[src/rtl/multi_cycle_pkg.sv]
// multi_cycle_pkg: shared state, opcode and datapath-select encodings for the multi-cycle RV32I controller
package multi_cycle_pkg;

    typedef enum logic [3:0] {
        FETCH, DECODE, MEM_ADR, MEM_READ, MEM_WB, MEM_WRITE, EXEC_R, EXEC_I,
        ALU_WB, BRANCH, JAL, JALR, JALR_PC, LUI, HALT
    } state_t;

    typedef logic [6:0] opcode_t;
    typedef logic [2:0] imm_src_t;
    typedef logic [1:0] src_t;
    typedef logic [2:0] alu_fn_t;
    typedef logic [1:0] result_src_t;

    localparam opcode_t OP_LW   = 7'b0000011;
    localparam opcode_t OP_SW   = 7'b0100011;
    localparam opcode_t OP_R    = 7'b0110011;
    localparam opcode_t OP_I    = 7'b0010011;
    localparam opcode_t OP_BR   = 7'b1100011;
    localparam opcode_t OP_JAL  = 7'b1101111;
    localparam opcode_t OP_JALR = 7'b1100111;
    localparam opcode_t OP_LUI  = 7'b0110111;

    localparam imm_src_t IMM_I = 3'b000;
    localparam imm_src_t IMM_S = 3'b001;
    localparam imm_src_t IMM_B = 3'b010;
    localparam imm_src_t IMM_J = 3'b011;
    localparam imm_src_t IMM_U = 3'b100;

    localparam src_t SRCA_PC  = 2'b00;
    localparam src_t SRCA_OLD = 2'b01;
    localparam src_t SRCA_REG = 2'b10;
    localparam src_t SRCB_REG = 2'b00;
    localparam src_t SRCB_IMM = 2'b01;
    localparam src_t SRCB_4   = 2'b10;

    localparam alu_fn_t ALU_ADD = 3'b000;
    localparam alu_fn_t ALU_SUB = 3'b001;
    localparam alu_fn_t ALU_AND = 3'b010;
    localparam alu_fn_t ALU_OR  = 3'b011;
    localparam alu_fn_t ALU_SLT = 3'b100;
    localparam alu_fn_t ALU_XOR = 3'b101;

    localparam result_src_t RES_ALUOUT = 2'b00;
    localparam result_src_t RES_MEM    = 2'b01;
    localparam result_src_t RES_ALU    = 2'b10;
    localparam result_src_t RES_IMM    = 2'b11;

endpackage

[src/rtl/multi_cycle_controller_if.sv]
// multi_cycle_controller_if: instruction fields and ALU flags in, datapath enables and selects out
interface multi_cycle_controller_if;
    import multi_cycle_pkg::*;

    opcode_t     opcode;
    logic [2:0]  f3;
    logic [6:0]  f7;
    logic        zero;
    logic        neg;
    logic        pc_write;
    logic        ir_write;
    logic        adr_src;
    logic        mem_write;
    logic        reg_write;
    imm_src_t    imm_src;
    src_t        alu_src_a;
    src_t        alu_src_b;
    alu_fn_t     alu_function;
    result_src_t result_src;
    logic        halted;

    modport master (
        input  opcode, f3, f7, zero, neg,
        output pc_write, ir_write, adr_src, mem_write, reg_write, imm_src,
               alu_src_a, alu_src_b, alu_function, result_src, halted
    );

    modport slave (
        output opcode, f3, f7, zero, neg,
        input  pc_write, ir_write, adr_src, mem_write, reg_write, imm_src,
               alu_src_a, alu_src_b, alu_function, result_src, halted
    );

endinterface

[src/rtl/multi_cycle_alu_decoder.sv]
// multi_cycle_alu_decoder: maps f3/f7 to an ALU function; only R-type honours f7[5] for SUB
module multi_cycle_alu_decoder
    import multi_cycle_pkg::*;
(
    input  logic [2:0] f3_i,
    input  logic [6:0] f7_i,
    input  logic       is_r_i,
    output alu_fn_t    alu_function_o
);

    logic unused_f7;

    assign unused_f7 = ^{f7_i[6], f7_i[4:0]};

    always_comb begin
        alu_function_o = (f3_i == 3'b111) ? ALU_AND :
                         (f3_i == 3'b110) ? ALU_OR  :
                         (f3_i == 3'b010) ? ALU_SLT :
                         (f3_i == 3'b100) ? ALU_XOR :
                         (f3_i == 3'b000 && is_r_i && f7_i[5]) ? ALU_SUB : ALU_ADD;
    end

endmodule

[src/rtl/multi_cycle_controller.sv]
// multi_cycle_controller: per-instruction state walk driving the shared-ALU, unified-memory RV32I datapath
module multi_cycle_controller
    import multi_cycle_pkg::*;
(
    input  logic                     clk,
    input  logic                     rst,
    multi_cycle_controller_if.master bus
);

    state_t      state_q, state_d;
    logic        pc_w, ir_w, adr, mem_w, reg_w, halt, taken;
    imm_src_t    imm;
    src_t        src_a, src_b;
    alu_fn_t     alu_fn, dec_fn;
    result_src_t res;

    multi_cycle_alu_decoder u_alu_dec (
        .f3_i           (bus.f3),
        .f7_i           (bus.f7),
        .is_r_i         (state_q == EXEC_R),
        .alu_function_o (dec_fn)
    );

    always_ff @(posedge clk or posedge rst) begin
        if (rst) state_q <= FETCH;
        else     state_q <= state_d;
    end

    always_comb begin
        taken = (bus.f3 == 3'b000) ?  bus.zero :
                (bus.f3 == 3'b001) ? ~bus.zero :
                (bus.f3 == 3'b100) ?  bus.neg  :
                (bus.f3 == 3'b101) ? ~bus.neg  : 1'b0;
    end

    always_comb begin
        state_d = state_q;
        pc_w    = 1'b0;
        ir_w    = 1'b0;
        adr     = 1'b0;
        mem_w   = 1'b0;
        reg_w   = 1'b0;
        halt    = 1'b0;
        imm     = IMM_I;
        src_a   = SRCA_PC;
        src_b   = SRCB_REG;
        alu_fn  = ALU_ADD;
        res     = RES_ALUOUT;
        case (state_q)
            FETCH: begin
                ir_w    = 1'b1;
                pc_w    = 1'b1;
                src_b   = SRCB_4;
                res     = RES_ALU;
                state_d = DECODE;
            end
            DECODE: begin
                src_a   = SRCA_OLD;
                src_b   = SRCB_IMM;
                imm     = (bus.opcode == OP_JAL) ? IMM_J : IMM_B;
                state_d = (bus.opcode == OP_LW || bus.opcode == OP_SW) ? MEM_ADR :
                          (bus.opcode == OP_R)    ? EXEC_R :
                          (bus.opcode == OP_I)    ? EXEC_I :
                          (bus.opcode == OP_BR)   ? BRANCH :
                          (bus.opcode == OP_JAL)  ? JAL    :
                          (bus.opcode == OP_JALR) ? JALR   :
                          (bus.opcode == OP_LUI)  ? LUI    : HALT;
            end
            MEM_ADR: begin
                src_a   = SRCA_REG;
                src_b   = SRCB_IMM;
                imm     = (bus.opcode == OP_SW) ? IMM_S : IMM_I;
                state_d = (bus.opcode == OP_SW) ? MEM_WRITE : MEM_READ;
            end
            MEM_READ: begin
                adr     = 1'b1;
                state_d = MEM_WB;
            end
            MEM_WB: begin
                res     = RES_MEM;
                reg_w   = 1'b1;
                state_d = FETCH;
            end
            MEM_WRITE: begin
                adr     = 1'b1;
                mem_w   = 1'b1;
                state_d = FETCH;
            end
            EXEC_R: begin
                src_a   = SRCA_REG;
                alu_fn  = dec_fn;
                state_d = ALU_WB;
            end
            EXEC_I: begin
                src_a   = SRCA_REG;
                src_b   = SRCB_IMM;
                alu_fn  = dec_fn;
                state_d = ALU_WB;
            end
            ALU_WB: begin
                reg_w   = 1'b1;
                state_d = FETCH;
            end
            BRANCH: begin
                src_a   = SRCA_REG;
                alu_fn  = ALU_SUB;
                pc_w    = taken;
                state_d = FETCH;
            end
            JAL, JALR_PC: begin
                src_a   = SRCA_OLD;
                src_b   = SRCB_4;
                pc_w    = 1'b1;
                state_d = ALU_WB;
            end
            JALR: begin
                src_a   = SRCA_REG;
                src_b   = SRCB_IMM;
                state_d = JALR_PC;
            end
            LUI: begin
                imm     = IMM_U;
                res     = RES_IMM;
                reg_w   = 1'b1;
                state_d = FETCH;
            end
            HALT: begin
                halt    = 1'b1;
            end
            default: state_d = FETCH;
        endcase
    end

    // reset masks every enable combinationally so an asynchronous abort cannot leak a write
    assign bus.pc_write     = pc_w  & ~rst;
    assign bus.ir_write     = ir_w  & ~rst;
    assign bus.mem_write    = mem_w & ~rst;
    assign bus.reg_write    = reg_w & ~rst;
    assign bus.halted       = halt  & ~rst;
    assign bus.adr_src      = adr;
    assign bus.imm_src      = imm;
    assign bus.alu_src_a    = src_a;
    assign bus.alu_src_b    = src_b;
    assign bus.alu_function = alu_fn;
    assign bus.result_src   = res;

endmodule
[src/flat_wrapper.sv]
// flat-port wrapper written by rule: the top's interface ports become plain ports
module multi_cycle_controller_flat import multi_cycle_pkg::*;
  (clk, rst, bus_opcode, bus_f3, bus_f7, bus_zero, bus_neg, bus_pc_write, bus_ir_write, bus_adr_src, bus_mem_write, bus_reg_write, bus_imm_src, bus_alu_src_a, bus_alu_src_b, bus_alu_function, bus_result_src, bus_halted);
  multi_cycle_controller_if bus_i ();
  input  logic clk;
  input  logic rst;
  input wire logic [$bits(bus_i.opcode)-1:0] bus_opcode;
  input wire logic [$bits(bus_i.f3)-1:0] bus_f3;
  input wire logic [$bits(bus_i.f7)-1:0] bus_f7;
  input wire logic [$bits(bus_i.zero)-1:0] bus_zero;
  input wire logic [$bits(bus_i.neg)-1:0] bus_neg;
  output wire logic [$bits(bus_i.pc_write)-1:0] bus_pc_write;
  output wire logic [$bits(bus_i.ir_write)-1:0] bus_ir_write;
  output wire logic [$bits(bus_i.adr_src)-1:0] bus_adr_src;
  output wire logic [$bits(bus_i.mem_write)-1:0] bus_mem_write;
  output wire logic [$bits(bus_i.reg_write)-1:0] bus_reg_write;
  output wire logic [$bits(bus_i.imm_src)-1:0] bus_imm_src;
  output wire logic [$bits(bus_i.alu_src_a)-1:0] bus_alu_src_a;
  output wire logic [$bits(bus_i.alu_src_b)-1:0] bus_alu_src_b;
  output wire logic [$bits(bus_i.alu_function)-1:0] bus_alu_function;
  output wire logic [$bits(bus_i.result_src)-1:0] bus_result_src;
  output wire logic [$bits(bus_i.halted)-1:0] bus_halted;
  assign bus_i.opcode = bus_opcode;
  assign bus_i.f3 = bus_f3;
  assign bus_i.f7 = bus_f7;
  assign bus_i.zero = bus_zero;
  assign bus_i.neg = bus_neg;
  assign bus_pc_write = bus_i.pc_write;
  assign bus_ir_write = bus_i.ir_write;
  assign bus_adr_src = bus_i.adr_src;
  assign bus_mem_write = bus_i.mem_write;
  assign bus_reg_write = bus_i.reg_write;
  assign bus_imm_src = bus_i.imm_src;
  assign bus_alu_src_a = bus_i.alu_src_a;
  assign bus_alu_src_b = bus_i.alu_src_b;
  assign bus_alu_function = bus_i.alu_function;
  assign bus_result_src = bus_i.result_src;
  assign bus_halted = bus_i.halted;
  multi_cycle_controller u_core (.clk(clk), .rst(rst), .bus(bus_i));
endmodule
[config.mk]
export PLATFORM = sky130hd
export DESIGN_NAME = multi_cycle_controller_flat
export DESIGN_NICKNAME = d
export VERILOG_FILES = /design/src/rtl/multi_cycle_pkg.sv /design/src/rtl/multi_cycle_controller_if.sv /design/src/rtl/multi_cycle_alu_decoder.sv /design/src/rtl/multi_cycle_controller.sv /design/src/flat_wrapper.sv
export SDC_FILE = /design/constraint.sdc
export NUM_CORES = 1
export LEC_CHECK = 0
export BUFFER_PORTS_ARGS = -buffer_cell sky130_fd_sc_hd__buf_2
export CELL_PAD_IN_SITES_DETAIL_PLACEMENT = 1
export CELL_PAD_IN_SITES_GLOBAL_PLACEMENT = 1
export CORE_MARGIN = 1.5
export CORE_UTILIZATION = 25
export CTS_BUF_LIST = sky130_fd_sc_hd__clkbuf_4 sky130_fd_sc_hd__clkbuf_8
export CTS_CLUSTER_DIAMETER = 100
export DETAILED_ROUTE_END_ITERATION = 10
export PLACE_DENSITY_LB_ADDON = 0.15
export SYNTH_ARGS = -nofsm -noshare
export SYNTH_HDL_FRONTEND = slang
export SYNTH_SLANG_ARGS = --single-unit
[constraint.sdc]
create_clock -name clk -period 2.4 [get_ports clk]
set_input_delay 0.24 -clock clk [delete_from_list [all_inputs] [get_ports clk]]
set_output_delay 0.24 -clock clk [all_outputs]
set_load 0.01 [all_outputs]
* After elaboration in Yosys (flattened, before gate mapping)
Index checks and enable logic that the tools add are counted.
W data, S select, Z words.
** Word-level totals
- Bits in registers :: 4
- Bits of input ports :: 21
- Output and inout port bits :: 18
** Cells by class
- Equality and inequality tests :: 28
- Muxes and demuxes :: 31
- Bitwise gates (word level) :: 8
- Reduce and logical (&&, ||, !) cells :: 13
** Operator list (count)
- $eq A4 B4 Y1 const B :: 7
- $pmux W4 S7 :: 1
- $mux W4 :: 6
- $eq A7 B6 Y1 const B :: 3
- $eq A7 B7 Y1 const B :: 3
- $eq A4 B3 Y1 const B :: 4
- $mux W3 :: 5
- $eq A3 B3 Y1 const B :: 4
- $mux W1 :: 12
- $pmux W3 S3 :: 1
- $reduce_or A3 Y1 :: 3
- $eq A4 B2 Y1 const B :: 2
- $pmux W2 S2 :: 2
- $reduce_or A4 Y1 :: 2
- $eq A7 B2 Y1 const B :: 1
- $eq A7 B5 Y1 const B :: 1
- $pmux W2 S3 :: 1
- $pmux W3 S2 :: 1
- $and A1 B1 Y1 :: 5
- $reduce_or A5 Y1 :: 1
- $eq A4 B1 Y1 const B :: 1
- $logic_not A4 Y1 :: 1
- $reduce_or A2 Y1 :: 2
- $eq A3 B1 Y1 const B :: 1
- other kinds (7) :: 10

* Depth between registers and ports, before layout
Gate-level depths: netlist (run 1).
- Depth after elaboration :: 9
- Mapped depth :: 5

* Hierarchy
A second synthesis (run 1) with hierarchy kept.
** Second synthesis, totals
- Cell total of the unflattened synthesis :: 91
- Area total of the unflattened synthesis :: 658.1 um2
** Modules (own cells, without submodules)
- multi_cycle_controller :: times used 1, cells an instance 85, area each 621.8 um2, seq. area each 100.1 um2
- multi_cycle_alu_decoder :: times used 1, cells an instance 6, area each 36.3 um2, seq. area each 0.0 um2

* Worst setup path after synthesis (run 1)
OpenSTA, ideal clock, no wires.
- Path type :: register -> output
- Start point :: reg u_core.state_q[3]
- End point :: out bus_pc_write
- Data arrival time :: 1343 ps
- Required time :: 2160 ps
- Path slack :: 817 ps
- Cell stages (with the launch flop) :: 6
- Path buffers :: 1
- Cell sequence :: dfrtp_1 buf_6 nor2b_1 or2_4 o31ai_4 o21a_1
** On the way
- Cells in the longest elaborated chain, start to end :: 4
** Ends and longest elaborated chain
- start: declaration :: line multi_cycle_controller.sv:10 : state_t state_q, state_d;
- start signal: assignment :: line multi_cycle_controller.sv:26 : else state_q <= state_d;
- $eq A4 B4 Y1 or $logic_not A4 Y1 (tied branches) :: line multi_cycle_controller.sv:49 : case (state_q)
- $reduce_or A3 Y1 (no line)
- $pmux W1 S2 (*) :: line multi_cycle_controller.sv:49
- $and A1 B1 Y1 (*) :: line multi_cycle_controller.sv:135 : assign bus.pc_write = pc_w & ~rst;
- end: declaration :: line flat_wrapper.sv:12 : output wire logic [$bits(bus_i.pc_write)-1:0] bus_pc_write;
Mark *: on every way between the ends. The rest lies on a longest branch, timed or not.

* Worst setup path in the final report (run 1)
- Start point :: reg u_core.state_q[3]
- End point :: out bus_imm_src[0]
** On the way
- Cells in the longest elaborated chain, start to end :: 2
** Ends and longest elaborated chain
- $eq A4 B4 Y1 (tied with other cells) :: line multi_cycle_controller.sv:49
- $pmux W3 S3 (*) :: line multi_cycle_controller.sv:49
- end: declaration :: line flat_wrapper.sv:17 : output wire logic [$bits(bus_i.imm_src)-1:0] bus_imm_src;
Marked as above.

==> results of run 1 <==
## final cells by class
type,count,area share
inverters,6,0.0272
clock buffers,3,0.0272
flip-flops and latches,4,0.121
well taps,28,0.0424
repair buffers,34,0.215
multi-input cells,72,0.567
## stage by stage
| stage | instance area [um^2] | hold slack (ps) |
|---|---|---|
| 2_1_floorplan | 621 | 14.5 |
| 3_3_place_gp | 795 | 192 |
| 3_5_place_dp | 795 | 193 |
| 4_1_cts | 827 | 337 |
| 5_1_grt | 827 | 366 |
| 6_report | 827 | 333 |
## cell families after synthesis
kind of cell,Yosys count,synth area share
simple gates,47,0.413
compound gates,20,0.266
buf+inv,10,0.0827
flops,4,0.161
xor+xnor,3,0.0423
mux,2,0.0343
## worst min-delay path by stage
stage / cells after the start / start / end
6_report: 3 / bus_opcode[5] / u_core.state_q[0]
5_1_grt: 3 / bus_opcode[5] / u_core.state_q[0]
3_5_place_dp: 2 / rst / u_core.state_q[3]
2_1_floorplan: 1 / rst / u_core.state_q[0]
3_3_place_gp: 2 / rst / u_core.state_q[3]
4_1_cts: 3 / bus_opcode[5] / u_core.state_q[0]
## power breakdown
part           leakage [nW]   total, W  switching (W)  internal (W)
clock                0.0138  0.0000828      0.0000269     0.0000559
sequential           0.0511   0.000183      0.0000875     0.0000959
combinational         0.328   0.000597       0.000319      0.000279
## placed cells by master (no fill, tap or decap), types with 2 or more instances in the layout
master	n
nor3_1	5
inv_1	5
nand3_1	4
nand3b_1	2
o21ai_0	4
xor2_1	2
or3_1	2
nor2_1	8
buf_2	32
nand2b_1	5
nand2_1	11
clkbuf_4	3
a21oi_1	3
a31oi_1	2
dfrtp_1	4
nor2b_1	3
nand4_1	2
## per-layer routing
layer  vias to the layer above  global-route usage  part of all wire
met2                        26               0.277              0.47
met3                         2              0.0171             0.052
met1                       335               0.214              0.47
li1                        377                   -                 -
met4                         0              0.0641            0.0041
met5                         -                   0                 0
## critical path, delay by kind of cell, from the launching register on
family | cells | cell delay (ps)
buf+inv | 2 | 240
flops | 1 | 500
simple gates | 3 | 770
compound gates | 1 | 80
==> impl_metrics.tcl, run 1 <==
set metrics [dict create \
    num_rows 17 \
    grt-ovfl-total 0 \
    multiInputGateArea_um2 469 \
    hold_viol 0 \
    yosys_most_used_dff "dfrtp_1" \
    setup_viol 0 \
    synth_edf_count 0 \
    hold_class "in -> reg" \
    synth_cells 86 \
    rsz0062_at_grt "no" \
    die-area_mm2 0.00279 \
    cp_data_required_time_ps 2160 \
    antenna_found_initial 0 \
    outcome "finished clean" \
    instances_no_fill 147 \
    synth_area_um2 621 \
    yosysTopAreaCell "dfrtp_1" \
    grt_max_degree 14 \
    yosysSeqAreaShare 0.161 \
    drive_gt1_frac 0.378 \
    drtIter0Drc 6 \
    ir_drop_mv 0.392 \
    synthesis.nets 107 \
    end_kind "primary output" \
    cts.root.buffer_cell "clkbuf_4" \
    ios 39 \
    postCtsHoldBufs 1 \
    ys_top_cells_by_area "dfrtp_1 (16%), nand2_1 (6.7%), nand2b_1 (5.0%)" \
    cp_max_fo 12 \
    reg2reg_to "u_core.state_q[2]" \
    skew_ps 3.46 \
    period_needed_ps 2070 \
    grt_pass1_wl_mm 3.39 \
    io_buffers 32 \
    die_height_um 52.8 \
    cts_buffer_depth 2 \
    routed_via_density 5.03 \
    yosysMostFrequentCell "nand2_1" \
    largest_reg_flops 4 \
    core_mm2 0.00228 \
    tightest_slew_ps 445 \
    antennaDiodeCount 0 \
    start_kind "register" \
    synth_cell_types 38 \
    drv_cap 0 \
    place_congestion 0.752 \
    avgRoutedWirePerCell_um 13.1 \
    yosys_warnings 0 \
    fin_nets 142 \
    cts_inserted_buffers 3 \
    start_util 0.273 \
    cts.clk_slew.worst_paths_ps 40 \
    clk_latency_ps 240 \
    relSlewSlack 0.704 \
    postRouteAntennaNets 0 \
    fin_tns_setup_ps 0 \
    postSynth.asyncResetShare 1.00 \
    netlist_top_cells_count "nand2_1 (11), nor2_1 (8), inv_1 (5), nand2b_1 (5), nor3_1 (5)" \
    crit_path_cell_trace "nand2b_2 -> or3_4 -> inv_2 -> nand3_1 -> o22ai_2 -> buf_2" \
    avgSynthCellArea_um2 7.22 \
    drc_errors 0 \
    regArea_um2 100 \
    ctsResizeCount 0 \
    reg2reg_depth 3 \
    grt_pass1_vias 744 \
    cts_setup_buffers 0 \
    vias 740 \
    die_x_um 52.8 \
    finalPower_w 0.000864 \
    crit_type "reg -> out" \
    firstDrtPassIters 4 \
    timing.final.ws_setup_ps 328 \
    cpPeakStageDelay_ps 500 \
    top_regs "u_core.state_q: 4 flops" \
    global_route.usage.total 0.165 \
    worstPathArrival_ps 1830 \
    regMostFlops "u_core.state_q" \
    rrSetupSlack_ps 840 \
    synth.top_cell.area_share 0.161 \
    cp-endpoint "bus_imm_src[0]" \
    clock-sinks 4 \
    worstSetupStartpoint "u_core.state_q[3]" \
    routed_wl_mm 1.93 \
    leakage_nw 0.392 \
    htreeDepth 1 \
    period_share 0.863 \
    power-per-cell-area_mw_per_mm2 1040 \
    max_clock_freq_mhz 483 \
    worst_path_max_delay_cell "dfrtp_1" \
    ys_ff_latch 4 \
    post-place-cells 143 \
    syn_to_final_growth_pct 33.3 \
    fillCellCount 308 \
    dp_slack_ps 586 \
    slew_viol_final 0 \
    final_util 0.363 \
    cts_tree "built" \
    dp_hpwl_mm 1.58 \
    r2r-start "u_core.state_q[3]" \
]
Power figures use the tool's default switching activity.
==> inputs of run 2 (changes only) <==
==> constraint.sdc (replaced) <==
create_clock -name clk -period 2.3 [get_ports clk]
set_input_delay 0.23 -clock clk [delete_from_list [all_inputs] [get_ports clk]]
set_output_delay 0.23 -clock clk [all_outputs]
set_load 0.01 [all_outputs]
==> impl_metrics.tcl, run 2 (synthesis results as in run 1) <==
set metrics [dict create \
    cts.root.buffer_cell "clkbuf_4" \
    dp_slack_ps 498 \
    rsz0062_at_grt "no" \
    start_kind "register" \
    firstDrtPassIters 4 \
    max_clock_freq_mhz 487 \
    io_buffers 32 \
    crit_family "simple AND/OR/NAND/NOR gates" \
    top_regs "u_core.state_q: 4 flops" \
    cts_setup_buffers 0 \
    clock-sinks 4 \
    cp_max_fo 12 \
    regMostFlops "u_core.state_q" \
    syn_to_final_growth_pct 34.5 \
    antennaDiodeCount 0 \
    final_cell_mix "buf_2 (32), nand2_1 (11), nor2_1 (8)" \
    tightest_slew_ps 399 \
    fin_hold_ws_ps 319 \
    relSlewSlack 0.732 \
    cp_num_buf_inv 2 \
    slew_viol_final 0 \
    final_common_cell "buf_2" \
    drv_cap 0 \
    drc_errors 0 \
    clk_latency_ps 240 \
    cpPeakStageDelay_ps 500 \
    cp_data_required_time_ps 2070 \
    largest_reg_flops 4 \
    power-per-cell-area_mw_per_mm2 1080 \
    drtIter0Drc 11 \
    grt_pass1_wl_mm 3.20 \
    crit_type "reg -> out" \
    die_x_um 52.8 \
    end_kind "primary output" \
    vias 765 \
    routed_via_density 5.17 \
    cts.clk_slew.worst_paths_ps 40 \
    period_share 0.892 \
    routed_wl_mm 1.92 \
    die_height_um 52.8 \
    r2r-start "u_core.state_q[3]" \
    avgRoutedWirePerCell_um 13.0 \
    grt_max_degree 14 \
    post-place-cells 144 \
    fin_tns_setup_ps 0 \
    leakage_nw 0.398 \
    cts_buffer_depth 2 \
    core_mm2 0.00228 \
    dp_hpwl_mm 1.56 \
    fin_nets 143 \
    die-area_mm2 0.00279 \
    grt_pass1_vias 739 \
    hold_class "in -> reg" \
    setup_viol 0 \
    place_congestion 0.734 \
    drive_gt1_frac 0.383 \
    start_util 0.273 \
    design_area_um2 835 \
    worst_path_max_delay_cell "dfrtp_1" \
    cts_inserted_buffers 3 \
    antenna_found_initial 0 \
    postRouteAntennaNets 0 \
    period_needed_ps 2050 \
    ctsResizeCount 0 \
    global_route.usage.total 0.158 \
    crit_path_cell_trace "nand2b_2 -> or3_4 -> inv_2 -> nand3_1 -> o22ai_2 -> buf_2" \
    hold_viol 0 \
    cts_tree "built" \
    skew_ps 4.46 \
    num_rows 17 \
    timing.final.ws_setup_ps 248 \
    postCtsHoldBufs 1 \
    hold_path.startpoint "bus_opcode[5]" \
    worstSetupStartpoint "u_core.state_q[3]" \
    ir_drop_mv 0.402 \
    worstPathArrival_ps 1820 \
    place_area_um2 802 \
    ios 39 \
    htreeDepth 1 \
    outcome "finished clean" \
    instances_no_fill 148 \
    grt-ovfl-total 0 \
]
==> run 2: cell count changes in the layout (fill, tap and decap cells not counted), sizes merged <==
cell  change
buf       +1
==> run 2: path summary, 6_finish.rpt <==
kind | end | slack (ps) | cells past startpoint
min in group asynchronous | u_core.state_q[3] | 480 | 3
max in group asynchronous | u_core.state_q[1] | 1660 | 3
min reg2reg | u_core.state_q[3] | 740 | 3
min | u_core.state_q[0] | 320 | 3
max reg2reg | u_core.state_q[2] | 750 | 3
max | bus_imm_src[0] | 250 | 6
==> run 2: report_power, final <==
group	internal [W]	total [W]	switching, W
clock network	0.0000584	0.0000877	0.0000293
logic	0.000300	0.000644	0.000345
registers	0.000101	0.000170	0.0000699
==> run 2: tightest hold or removal path, cell delays in order <==
cell and delay, ps:
buf_2 130, nand4_1 70, nand3_1 80
==> run 2: through the flow <==
step | power [W] | util
finish | 0.000902 | 0.367
global route | 0.00101 | 0.367
CTS | 0.000916 | 0.367
detailed placement | 0.000822 | 0.352
global placement | 0.000824 | 0.352
floorplan | 0.000629 | -
==> run 2: final cells by class <==
cell class	instances	area, um^2
sequential	4	100
tap	28	35.0
clock buffer	3	22.5
fill	302	1440
timing repair buffer	35	185
inverter	6	22.5
multi-input combinational	72	469
==> run 2: routing by layer <==
metal  share of wire  vias to the layer above  track usage
met5               0                        -            0
met4           0.019                        0       0.0897
met3           0.060                        4       0.0200
met2            0.47                       28        0.265
met1            0.45                      348        0.193
li1                -                      385            -
